==> config.mk <==
export PLATFORM = sky130hd
export DESIGN_NAME = fetch_stage_flat
export DESIGN_NICKNAME = d
export VERILOG_FILES = /design/src/rtl/fetch_if.sv /design/src/rtl/fetch_stage.sv /design/src/flat_wrapper.sv
export SDC_FILE = /design/constraint.sdc
export NUM_CORES = 1
export LEC_CHECK = 0
export CAP_MARGIN = 20
export CORE_ASPECT_RATIO = 0.75
export CORE_MARGIN = 2
export CORE_UTILIZATION = 35
export CTS_CLUSTER_SIZE = 12
export DETAILED_ROUTE_END_ITERATION = 10
export GPL_TIMING_DRIVEN = 0
export PLACE_DENSITY = 0.67
export SYNTH_ARGS = -nofsm -noshare
export SYNTH_HDL_FRONTEND = slang
export SYNTH_SLANG_ARGS = --single-unit
==> constraint.sdc <==
create_clock -name clk -period 4.6 [get_ports clk]
set_clock_uncertainty 0.1 [all_clocks]
set_input_delay 0.92 -clock clk [delete_from_list [all_inputs] [get_ports clk]]
set_output_delay 0.92 -clock clk [all_outputs]
set_load 0.01 [all_outputs]
==> src/rtl/fetch_if.sv <==
// ---------------------------------------------------------------------------
// fetch_if
// Bundles the signals exchanged between the instruction fetch stage and its
// surroundings: hazard/redirect controls from downstream, the combinational
// instruction memory port, and the IF/ID pipeline register outputs.
//
//   stall        : hold PC and IF/ID this cycle (load-use hazard)
//   flush        : write a bubble into IF/ID at the next edge
//   redirect     : taken branch / resolved jump from downstream
//   redirect_pc  : target PC when redirect = 1
//   imem_addr    : address to instruction memory (equals pc)
//   imem_data    : instruction at imem_addr, same cycle
//   pc           : current fetch PC
//   if_id_instr  : registered instruction for decode
//   if_id_pc_inc : registered fetch PC + 1 of that instruction
//   if_id_valid  : 1 = real instruction, 0 = bubble
//   halted       : 1 while the fetch FSM is halted
//   fetch_count  : number of valid instructions written into IF/ID
//
// Modports: master = fetch stage side, slave = environment side.
// ---------------------------------------------------------------------------
interface fetch_if;
  logic        stall;
  logic        flush;
  logic        redirect;
  logic [15:0] redirect_pc;
  logic [15:0] imem_addr;
  logic [15:0] imem_data;
  logic [15:0] pc;
  logic [15:0] if_id_instr;
  logic [15:0] if_id_pc_inc;
  logic        if_id_valid;
  logic        halted;
  logic [15:0] fetch_count;

  modport master (
    input  stall, flush, redirect, redirect_pc, imem_data,
    output imem_addr, pc, if_id_instr, if_id_pc_inc, if_id_valid,
           halted, fetch_count
  );

  modport slave (
    output stall, flush, redirect, redirect_pc, imem_data,
    input  imem_addr, pc, if_id_instr, if_id_pc_inc, if_id_valid,
           halted, fetch_count
  );
endinterface

==> src/rtl/fetch_stage.sv <==
// ---------------------------------------------------------------------------
// fetch_stage
// Instruction fetch stage of a simple 16-bit pipeline. Presents the PC to a
// combinational instruction memory, registers the returned instruction plus
// PC+1 into the IF/ID register, and halts fetching when it fetches an
// instruction whose opcode (instr[15:12]) equals HALT_OP.
//
// Ports:
//   clk    : single clock, rising-edge
//   reset  : asynchronous active-low reset
//   bus    : fetch_if.master (controls in, imem port, IF/ID outputs)
//
// Priority in RUN, per edge: redirect > stall > flush > normal fetch.
// In HALTED only redirect has any effect; every other edge inserts a bubble.
// ---------------------------------------------------------------------------
module fetch_stage #(
  parameter logic [15:0] RESET_PC = 16'h0000,
  parameter logic [3:0]  HALT_OP  = 4'hF
) (
  input  logic     clk,
  input  logic     reset,
  fetch_if.master  bus
);

  typedef enum logic {
    RUN    = 1'b0,
    HALTED = 1'b1
  } state_t;

  state_t      state_q, state_d;
  logic [15:0] pc_q, pc_d;
  logic [15:0] instr_q, instr_d;
  logic [15:0] pc_inc_q, pc_inc_d;
  logic        valid_q, valid_d;
  logic [15:0] count_q, count_d;

  logic [15:0] pc_plus1;
  logic        is_halt_op;

  assign pc_plus1   = pc_q + 16'd1;            // wraps modulo 2^16
  assign is_halt_op = (bus.imem_data[15:12] == HALT_OP);

  // Next-state and IF/ID update
  always_comb begin
    state_d  = state_q;
    pc_d     = pc_q;
    instr_d  = instr_q;
    pc_inc_d = pc_inc_q;
    valid_d  = valid_q;
    count_d  = count_q;

    unique case (state_q)
      RUN: begin
        if (bus.redirect) begin
          // Redirect wins over stall/flush and discards whatever is being
          // fetched this cycle, including a HALT opcode on the wrong path.
          pc_d     = bus.redirect_pc;
          instr_d  = 16'h0000;
          pc_inc_d = 16'h0000;
          valid_d  = 1'b0;
        end else if (bus.stall) begin
          // PC holds; a simultaneous flush still kills the IF/ID entry.
          // A HALT fetched under stall is simply re-fetched later.
          if (bus.flush) begin
            instr_d  = 16'h0000;
            pc_inc_d = 16'h0000;
            valid_d  = 1'b0;
          end
        end else if (bus.flush) begin
          pc_d     = pc_plus1;
          instr_d  = 16'h0000;
          pc_inc_d = 16'h0000;
          valid_d  = 1'b0;
        end else begin
          instr_d  = bus.imem_data;
          pc_inc_d = pc_plus1;
          valid_d  = 1'b1;
          count_d  = count_q + 16'd1;
          // The HALT instruction itself goes down the pipe; PC stays on it.
          if (is_halt_op) begin
            state_d = HALTED;
          end else begin
            pc_d = pc_plus1;
          end
        end
      end

      HALTED: begin
        instr_d  = 16'h0000;
        pc_inc_d = 16'h0000;
        valid_d  = 1'b0;
        if (bus.redirect) begin
          // Halt was on a mispredicted path; resume at the target.
          state_d = RUN;
          pc_d    = bus.redirect_pc;
        end
      end

      default: begin
        state_d = RUN;
      end
    endcase
  end

  // State and IF/ID registers
  always_ff @(posedge clk or negedge reset) begin
    if (!reset) begin
      state_q  <= RUN;
      pc_q     <= RESET_PC;
      instr_q  <= 16'h0000;
      pc_inc_q <= 16'h0000;
      valid_q  <= 1'b0;
      count_q  <= 16'h0000;
    end else begin
      state_q  <= state_d;
      pc_q     <= pc_d;
      instr_q  <= instr_d;
      pc_inc_q <= pc_inc_d;
      valid_q  <= valid_d;
      count_q  <= count_d;
    end
  end

  assign bus.imem_addr    = pc_q;
  assign bus.pc           = pc_q;
  assign bus.if_id_instr  = instr_q;
  assign bus.if_id_pc_inc = pc_inc_q;
  assign bus.if_id_valid  = valid_q;
  assign bus.halted       = (state_q == HALTED);
  assign bus.fetch_count  = count_q;

endmodule

==> src/flat_wrapper.sv <==
// flat-port wrapper written by rule: the top's interface ports become plain ports
module fetch_stage_flat 
#(
  parameter logic [15:0] RESET_PC = 16'h0000,
  parameter logic [3:0]  HALT_OP  = 4'hF
)
  (clk, reset, bus_stall, bus_flush, bus_redirect, bus_redirect_pc, bus_imem_data, bus_imem_addr, bus_pc, bus_if_id_instr, bus_if_id_pc_inc, bus_if_id_valid, bus_halted, bus_fetch_count);
  fetch_if bus_i ();
  input  logic clk;
  input  logic reset;
  input wire logic [$bits(bus_i.stall)-1:0] bus_stall;
  input wire logic [$bits(bus_i.flush)-1:0] bus_flush;
  input wire logic [$bits(bus_i.redirect)-1:0] bus_redirect;
  input wire logic [$bits(bus_i.redirect_pc)-1:0] bus_redirect_pc;
  input wire logic [$bits(bus_i.imem_data)-1:0] bus_imem_data;
  output wire logic [$bits(bus_i.imem_addr)-1:0] bus_imem_addr;
  output wire logic [$bits(bus_i.pc)-1:0] bus_pc;
  output wire logic [$bits(bus_i.if_id_instr)-1:0] bus_if_id_instr;
  output wire logic [$bits(bus_i.if_id_pc_inc)-1:0] bus_if_id_pc_inc;
  output wire logic [$bits(bus_i.if_id_valid)-1:0] bus_if_id_valid;
  output wire logic [$bits(bus_i.halted)-1:0] bus_halted;
  output wire logic [$bits(bus_i.fetch_count)-1:0] bus_fetch_count;
  assign bus_i.stall = bus_stall;
  assign bus_i.flush = bus_flush;
  assign bus_i.redirect = bus_redirect;
  assign bus_i.redirect_pc = bus_redirect_pc;
  assign bus_i.imem_data = bus_imem_data;
  assign bus_imem_addr = bus_i.imem_addr;
  assign bus_pc = bus_i.pc;
  assign bus_if_id_instr = bus_i.if_id_instr;
  assign bus_if_id_pc_inc = bus_i.if_id_pc_inc;
  assign bus_if_id_valid = bus_i.if_id_valid;
  assign bus_halted = bus_i.halted;
  assign bus_fetch_count = bus_i.fetch_count;
  fetch_stage #(.RESET_PC(RESET_PC), .HALT_OP(HALT_OP)) u_core (.clk(clk), .reset(reset), .bus(bus_i));
endmodule
=== Word level (Yosys, flattened, before mapping) ===
Cells that the tools add are included.

* Bitwise logic cells: 4
* Reduce and logical (&&, ||, !) cells: 2
* $add $sub $neg: 2
* Eq/ne operators: 5
* Muxes and demuxes: 26

{| class="wikitable"
|+ Operators by type and width
! operator !! count
|-
| $mux W16 || 12
|-
| $pmux W16 S2 || 3
|-
| $add A16 B1 Y16 const B || 2
|-
| $mux W1 || 9
|-
| $ne A4 B4 Y1 const B || 2
|-
| $eq A4 B4 Y1 const B || 1
|-
| $not A1 Y1 || 4
|-
| $pmux W1 S2 || 2
|-
| $reduce_and A4 Y1 || 1
|-
| $ne A3 B3 Y1 const B || 1
|-
| $reduce_and A3 Y1 || 1
|-
| $ne A2 B2 Y1 const B || 1
|}

* Output and inout port bits: 82
* Input port bits: 37
* Bits in registers: 66
* Logic and storage cells: 45

=== Longest topological paths before layout ===
Gate-level depths: netlist of run 1.

* Depth in word-level cells: 6
* Mapped depth: 7
* Mapped depth without buffers: 5

=== Worst setup path before layout of run 1 ===
OpenSTA, ideal clock, no wires.

* Kind: input to register
* Start point: input port bus_stall
* End point: register u_core.count_q[11] (netlist: u_core.bus.fetch_count[11])
* Stages: 6
* Library setup time: 0.125 ns
* Path slack: 2.063 ns
* Required time: 4.375 ns
* Data arrival time: 2.312 ns
* Path buffers: 2
* Path through: buf_2 > or4_1 > clkbuf_1 > nor4_4 > nand3_1 > xnor2_1

* Cells in the longest elaborated chain, start to end: 2

{| class="wikitable"
|+ RTL lines
! what !! RTL line !! RTL
|-
| from (decl) || flat_wrapper.sv:11 || <nowiki>input wire logic [$bits(bus_i.stall)-1:0] bus_stall;</nowiki>
|-
| $not A1 Y1 (no line) || -- ||
|-
| $reduce_and A4 Y1 (no line) || -- ||
|-
| to (signal assigned) || fetch_stage.sv:120 || <nowiki>count_q <= count_d;</nowiki>
|-
| to (decl) || fetch_stage.sv:35 || <nowiki>logic [15:0] count_q, count_d;</nowiki>
|}

No other way between the ends.
A chain may end at the register's enable or synchronous reset.

=== Final worst setup path of run 1 ===
* Start point: input port bus_flush
* End point: register u_core.count_q[13] (netlist: u_core.bus.fetch_count[13])

* Cells in the longest elaborated chain, start to end: 2

{| class="wikitable"
|+ RTL lines
! what !! RTL line !! RTL
|-
| from (decl) || flat_wrapper.sv:12 || <nowiki>input wire logic [$bits(bus_i.flush)-1:0] bus_flush;</nowiki>
|-
| $not A1 Y1 (no line) || -- ||
|-
| $reduce_and A4 Y1 (no line) || -- ||
|}

No other way between the ends.

==> results of run 1 <==
-- cell type report --
| class | count | area share (%) |
|---|---|---|
| multi-input cells | 223 | 29.3 |
| clock inverters | 6 | 1.31 |
| repair buffers | 117 | 23.5 |
| inverters | 8 | 0.603 |
| clock buffers | 10 | 4.80 |
| plain buffers | 36 | 4.10 |
| flip-flops and latches | 66 | 33.2 |
| well taps | 128 | 3.22 |
-- registers in the layout, indices dropped and copies added (netlist names) --
name                     cells
u_core.bus.halted            1
u_core.bus.if_id_instr      16
u_core.bus.fetch_count      16
u_core.bus.imem_addr        16
u_core.bus.if_id_valid       1
u_core.bus.if_id_pc_inc     16
-- layer usage --
layer	part of all wire [%]	GRT usage (%)	up-vias
li1	-	-	1424
met1	46	27.3	1404
met2	46	28.7	100
met3	6.7	5.21	4
met4	0.84	6.20	0
met5	0	0	-
-- critical path: cells and delay by family --
| family | cells | cell delay (ns) |
|---|---|---|
| and+or+nand+nor | 3 | 1.10 |
| xor gates and xnor gates | 1 | 0.14 |
| buffers and inverters | 2 | 0.69 |
-- through the flow --
| stage | power [mW] | setup WS, ns | util (%) | cell area (µm²) | hold slack, ns |
|---|---|---|---|---|---|
| 3_5_place_dp | 1.15 | 1.51 | 51.0 | 4670 | 0.366 |
| 6_report | 1.82 | 1.84 | 54.3 | 4980 | 0.366 |
| 3_3_place_gp | 1.14 | 0.206 | 51.0 | 4670 | 0.359 |
| 4_1_cts | 1.84 | 1.84 | 54.3 | 4980 | 0.373 |
| 2_1_floorplan | 0.908 | 2.06 | - | 3340 | 0.407 |
| 5_1_grt | 1.92 | 1.70 | 54.3 | 4980 | 0.399 |
-- Yosys cell counts (2+ instances only) --
library cell,count
dfrtp_1,66
nor2_1,39
xnor2_1,22
mux2i_1,18
buf_4,17
nand2_1,17
a21oi_1,16
o21ai_0,14
clkbuf_1,12
nand3_1,10
nor3_1,9
inv_1,7
o22ai_1,7
xor2_1,7
nand4_1,6
nor4_1,6
o2bb2ai_1,6
a211oi_1,5
a31oi_1,5
and3_1,5
or3_1,5
buf_2,4
buf_1,3
a2bb2oi_1,2
ha_1,2
o31ai_1,2
or4_1,2
-- power by group through the flow --
stage          Sequential, mW  Combinational [mW]  Clock [mW]
5_1_grt                 0.716               0.471       0.729
3_3_place_gp            0.712               0.429           0
2_1_floorplan           0.726               0.182           0
3_5_place_dp            0.715               0.436           0
6_report                0.705               0.434       0.681
4_1_cts                 0.706               0.437       0.700
-- cells by family (layout without fill, tap and decap cells) --
group           count (synthesis)  after routing  synth area share, %
compound gates                 65             65                 12.5
buf+inv                        44            177                 7.00
flops                          66             66                 49.4
simple gates                  108            108                 17.0
mux                            19             19                 5.73
fa+ha+maj                       2              2                0.748
xor+xnor                       29             29                 7.60
-- worst min path at each step --
| stage | end | cells past startpoint | startpoint |
|---|---|---|---|
| after global placement | u_core.bus.fetch_count[15]$_DFFE_PN0P_ | 1 | u_core.bus.fetch_count[15]$_DFFE_PN0P_ |
| after floorplan | u_core.bus.fetch_count[15]$_DFFE_PN0P_ | 1 | u_core.bus.fetch_count[15]$_DFFE_PN0P_ |
| after global routing | u_core.bus.fetch_count[15]$_DFFE_PN0P_ | 1 | u_core.bus.fetch_count[15]$_DFFE_PN0P_ |
| after CTS | u_core.bus.fetch_count[15]$_DFFE_PN0P_ | 1 | u_core.bus.fetch_count[15]$_DFFE_PN0P_ |
| after detailed placement | u_core.bus.fetch_count[15]$_DFFE_PN0P_ | 1 | u_core.bus.fetch_count[15]$_DFFE_PN0P_ |
| final | u_core.bus.fetch_count[15]$_DFFE_PN0P_ | 1 | u_core.bus.fetch_count[15]$_DFFE_PN0P_ |
==> results.json, run 1 <==
{
  "dieArea_um2": 10400,
  "gp_congestion": 0.919,
  "r2r_end": "u_core.bus.imem_addr[14]$_DFFE_PN0P_",
  "synth_warnings": 0,
  "reg2reg_from": "u_core.bus.imem_addr[0]$_DFFE_PN0P_",
  "row_count": 30,
  "p_leak_nw": 2.11,
  "crit_required_ns": 4.70,
  "end_kind": "register",
  "status": "finished clean",
  "final_common_cell": "clkdlybuf4s50_1",
  "initialDrtViolationCount": 195,
  "hpwlAfterDp_um": 7050,
  "period_share_pct": 59.9,
  "slowest_stage": "or4_1",
  "p_clk_share_pct": 37.4,
  "critPathLaunch": "bus_flush",
  "final_cell_mix": "116 x clkdlybuf4s50_1, 66 x dfrtp_1, 39 x nor2_1, 22 x xnor2_1",
  "reg2reg_setup_slack_ns": 2.36,
  "multi_input_area_um2": 1460,
  "synth_top_area_share_pct": 49.4,
  "vias": 2932,
  "syn_nets": 372,
  "rr_worst_depth": 5,
  "p_seq_share_pct": 38.7,
  "hold_path.class": "register to register",
  "cts-resized-gates": 0,
  "grt_max_degree": 67,
  "max-vdd-ir-drop_v": 0.000174,
  "initial_utilization_pct": 36.5,
  "worst_pin_slew_ns": 0.849,
  "sw_frac_of_total_pct": 27.9,
  "drive_above_1_share_pct": 9.87,
  "grt_pass1_vias": 2938,
  "yosysUniqueCellTypes": 46,
  "relSlewSlack_pct": 43.4,
  "drt_pass1_iterations": 4,
  "intPower_mw": 1.31,
  "netlist_instances": 333,
  "pwr-share-comb_pct": 23.8,
  "p_switching_uw": 509,
  "final_cells": 594,
  "power_density_nw_per_um2": 366,
  "seqCellArea_um2": 1650,
  "maxSlewViolCount": 0,
  "crit_path_start_kind": "input port",
  "slowest_delay_ns": 0.54,
  "clkTransAtPathRegs_ns": 0.06,
  "synth_area_leaders": "dfrtp_1 49%, xnor2_1 5.8%, mux2i_1 5.4%",
  "tritoncts": "done",
  "ctsRootBufferMaster": "clkbuf_16",
  "pin_count": 119,
  "coreArea_um2": 9160,
  "cp_max_fo": 6,
  "fmax_mhz": 363,
  "syn_to_final_growth_pct": 48.8,
  "arrival_ns": 2.86,
  "n_antenna_cell": 0,
  "grt_use_total_pct": 19.2,
  "cts_buffer_depth": 2,
  "vias_per_cell": 4.94,
  "place_inst": 578,
  "rsz0062_at_grt": "no",
  "wire_per_inst_um": 15.9,
  "finalSetupViolCount": 0,
  "antenna_found_initial": 0,
  "die_h_um": 88.6,
  "portBuffers": 117,
  "fillers": 876,
  "grt_first_pass_wirelength_um": 15100,
  "cts_setup_buffers": 0,
  "cap_viol_max_count": 0,
  "synth_area_leader_cell": "dfrtp_1",
  "die_w_um": 117,
  "wirelength_um": 9460,
  "drc": 0,
  "cts_sinks": 66,
  "grt-ovfl-total": 0,
  "syn_avg_cell_area_um2": 10.0,
  "min_period_ns": 2.76,
  "cts.htree.levels": 3,
  "clk_latency_ns": 0.32,
  "synth_ff_type": "dfrtp_1",
  "hold_violations": 0,
  "cts_hold_buf": 0,
  "setup_tns_ns": 0,
  "netlist_area_um2": 3340,
  "ys_async_sr_fraction_pct": 100,
  "synth-edff-count": 0,
  "path_class": "input port to register",
  "worstPathCellList": "clkdlybuf4s50_1, or4_1, clkbuf_1, nor4_4, nand3_1, xnor2_1",
  "yosysSeqAreaShare_pct": 49.4,
  "endpoint": "u_core.bus.fetch_count[13]$_DFFE_PN0P_",
  "synth-seq-cells": 66,
  "final_nets": 500,
  "cts-buffers-inserted": 9,
  "antenna_left": 0
}
No activity file was read; power rests on OpenSTA's default activity.
==> run 2, diff against run 1 <==
Settings changed: PLACE_DENSITY 0.67 to 0.69.
Clock period 4.6 ns to 2.2 ns, I/O delays scaled along.
==> results.json, run 2 (synthesized netlist as in run 1, its figures left out) <==
{
  "hold_violations": 0,
  "postPlaceCellArea_um2": 4670,
  "fillers": 839,
  "grt_max_degree": 67,
  "wirelength_um": 9550,
  "arrival_ns": 2.24,
  "grt_use_total_pct": 19.2,
  "clkTransAtPathRegs_ns": 0.06,
  "r2r_end": "u_core.bus.imem_addr[14]$_DFFE_PN0P_",
  "cts-buffers-inserted": 9,
  "max-vdd-ir-drop_v": 0.000356,
  "drc": 0,
  "reg2reg_setup_slack_ns": 0.08,
  "crit_path_start_kind": "input port",
  "min_period_ns": 2.13,
  "maxSlewViolCount": 0,
  "cts_sinks": 66,
  "portBuffers": 117,
  "antenna_left": 0,
  "finalSetupViolCount": 0,
  "wire_per_inst_um": 16.1,
  "post-route-util_pct": 55.6,
  "coreArea_um2": 9160,
  "final_nets": 501,
  "end_kind": "register",
  "syn_to_final_growth_pct": 52.4,
  "cts.htree.levels": 3,
  "hpwlAfterDp_um": 6950,
  "pin_count": 119,
  "hold_ws_ns": 0.123,
  "grt-ovfl-total": 0,
  "initial_utilization_pct": 36.5,
  "hold_path.class": "input port to asynchronous set/reset pin",
  "status": "finished clean",
  "drt_pass1_iterations": 5,
  "reg2reg_from": "u_core.bus.imem_addr[1]$_DFFE_PN0P_",
  "worst_pin_slew_ns": 0.847,
  "final_cell_mix": "116 x clkdlybuf4s50_1, 63 x dfrtp_1, 37 x nor2_1, 22 x xnor2_1, 21 x buf_4",
  "vias_per_cell": 5.01,
  "grt_first_pass_wirelength_um": 15400,
  "cts_hold_buf": 0,
  "n_antenna_cell": 0,
  "ctsRootBufferMaster": "clkbuf_16",
  "power_density_nw_per_um2": 799,
  "final_cell_area_um2": 5100,
  "row_count": 30,
  "final_common_cell": "clkdlybuf4s50_1",
  "seqCellArea_um2": 1660,
  "die_h_um": 88.6,
  "path_class": "input port to register",
  "clk_latency_ns": 0.33,
  "dieArea_um2": 10400,
  "drive_above_1_share_pct": 13.1,
  "finalPower_mw": 4.07,
  "rsz0062_at_grt": "yes",
  "fmax_mhz": 470,
  "grt_pass1_vias": 2956,
  "rr_worst_depth": 5,
  "cap_viol_max_count": 0,
  "vias": 2979,
  "tritoncts": "done",
  "p_leak_nw": 2.16,
  "crit_required_ns": 2.31,
  "gp_congestion": 0.862,
  "cp_max_fo": 6,
  "die_w_um": 117,
  "relSlewSlack_pct": 43.5,
  "setup_tns_ns": 0,
  "cts_buffer_depth": 2,
  "antenna_found_initial": 0,
  "multi_input_area_um2": 1500,
  "period_share_pct": 96.7,
  "initialDrtViolationCount": 222
}
run 2: changes by cell type in the layout (fill, tap and decap cells not counted), moves of 3 or more:
cell / delta
dfrtp_2: +3
clkbuf_1: -5
dfrtp_1: -3
clkbuf_2: +3
buf_4: +3
run 2: repair_timing:
action | CTS | global route
buffers inserted | 0 | 3
pin swaps | 2 | 1
cloned | 0 | 0
hold endpoints to repair | 0 | 0
setup endpoints to repair | 6 | 27
gates resized for setup | 1 | 20
run 2: worst max-delay path by stage:
stage | from | endpoint | slack (ns) | cells past startpoint
after floorplan | bus_stall | u_core.bus.fetch_count[11]$_DFFE_PN0P_ | 0.14 | 6
after global placement | reset | u_core.bus.if_id_instr[6]$_DFFE_PN0P_ | -1.70 | 1
after detailed placement | bus_flush | u_core.bus.fetch_count[15]$_DFFE_PN0P_ | -0.42 | 6
after CTS | bus_imem_data[12] | u_core.bus.imem_addr[12]$_DFFE_PN0P_ | 0.008 | 6
after global routing | u_core.bus.imem_addr[3]$_DFFE_PN0P_ | u_core.bus.imem_addr[15]$_DFFE_PN0P_ | -0.04 | 6
final | bus_flush | u_core.bus.fetch_count[15]$_DFFE_PN0P_ | 0.07 | 5
run 2: layout make-up:
| type | instances | area share [%] |
|---|---|---|
| Inverter | 8 | 0.589 |
| Clock inverter | 7 | 2.46 |
| Clock buffer | 9 | 4.42 |
| Timing Repair Buffer | 120 | 23.4 |
| Tap cell | 128 | 3.14 |
| Multi-Input combinational cell | 223 | 29.4 |
| Buffer | 34 | 4.10 |
| Sequential cell | 66 | 32.5 |
run 2: report_power, final:
part	total, mW	leakage [nW]	switching [mW]	internal (mW)
clock network	1.66	0.170	0.548	1.12
registers	1.48	0.863	0.153	1.33
logic	0.930	1.13	0.409	0.521
total	4.07	2.16	1.11	2.96
run 2: critical path, cell delays in order:
cell             delay, ns
clkdlybuf4s50_1       0.52
or4_1                 0.71
nor4_4                0.28
nand3_1               0.15
xnor2_1               0.14
run 2: per-layer routing:
layer,share of wire [%],track usage (%)
met5,0,0
met4,0.75,4.92
met3,6.9,4.79
met2,45,28.6
met1,47,28.2
run 2: per-stage QoR:
| stage | std cells | setup slack [ns] |
|---|---|---|
| floorplan | 333 | 0.143 |
| global placement | 578 | -1.70 |
| detailed placement | 578 | -0.417 |
| CTS | 594 | 0.00834 |
| global route | 595 | -0.0359 |
| finish | 595 | 0.0725 |
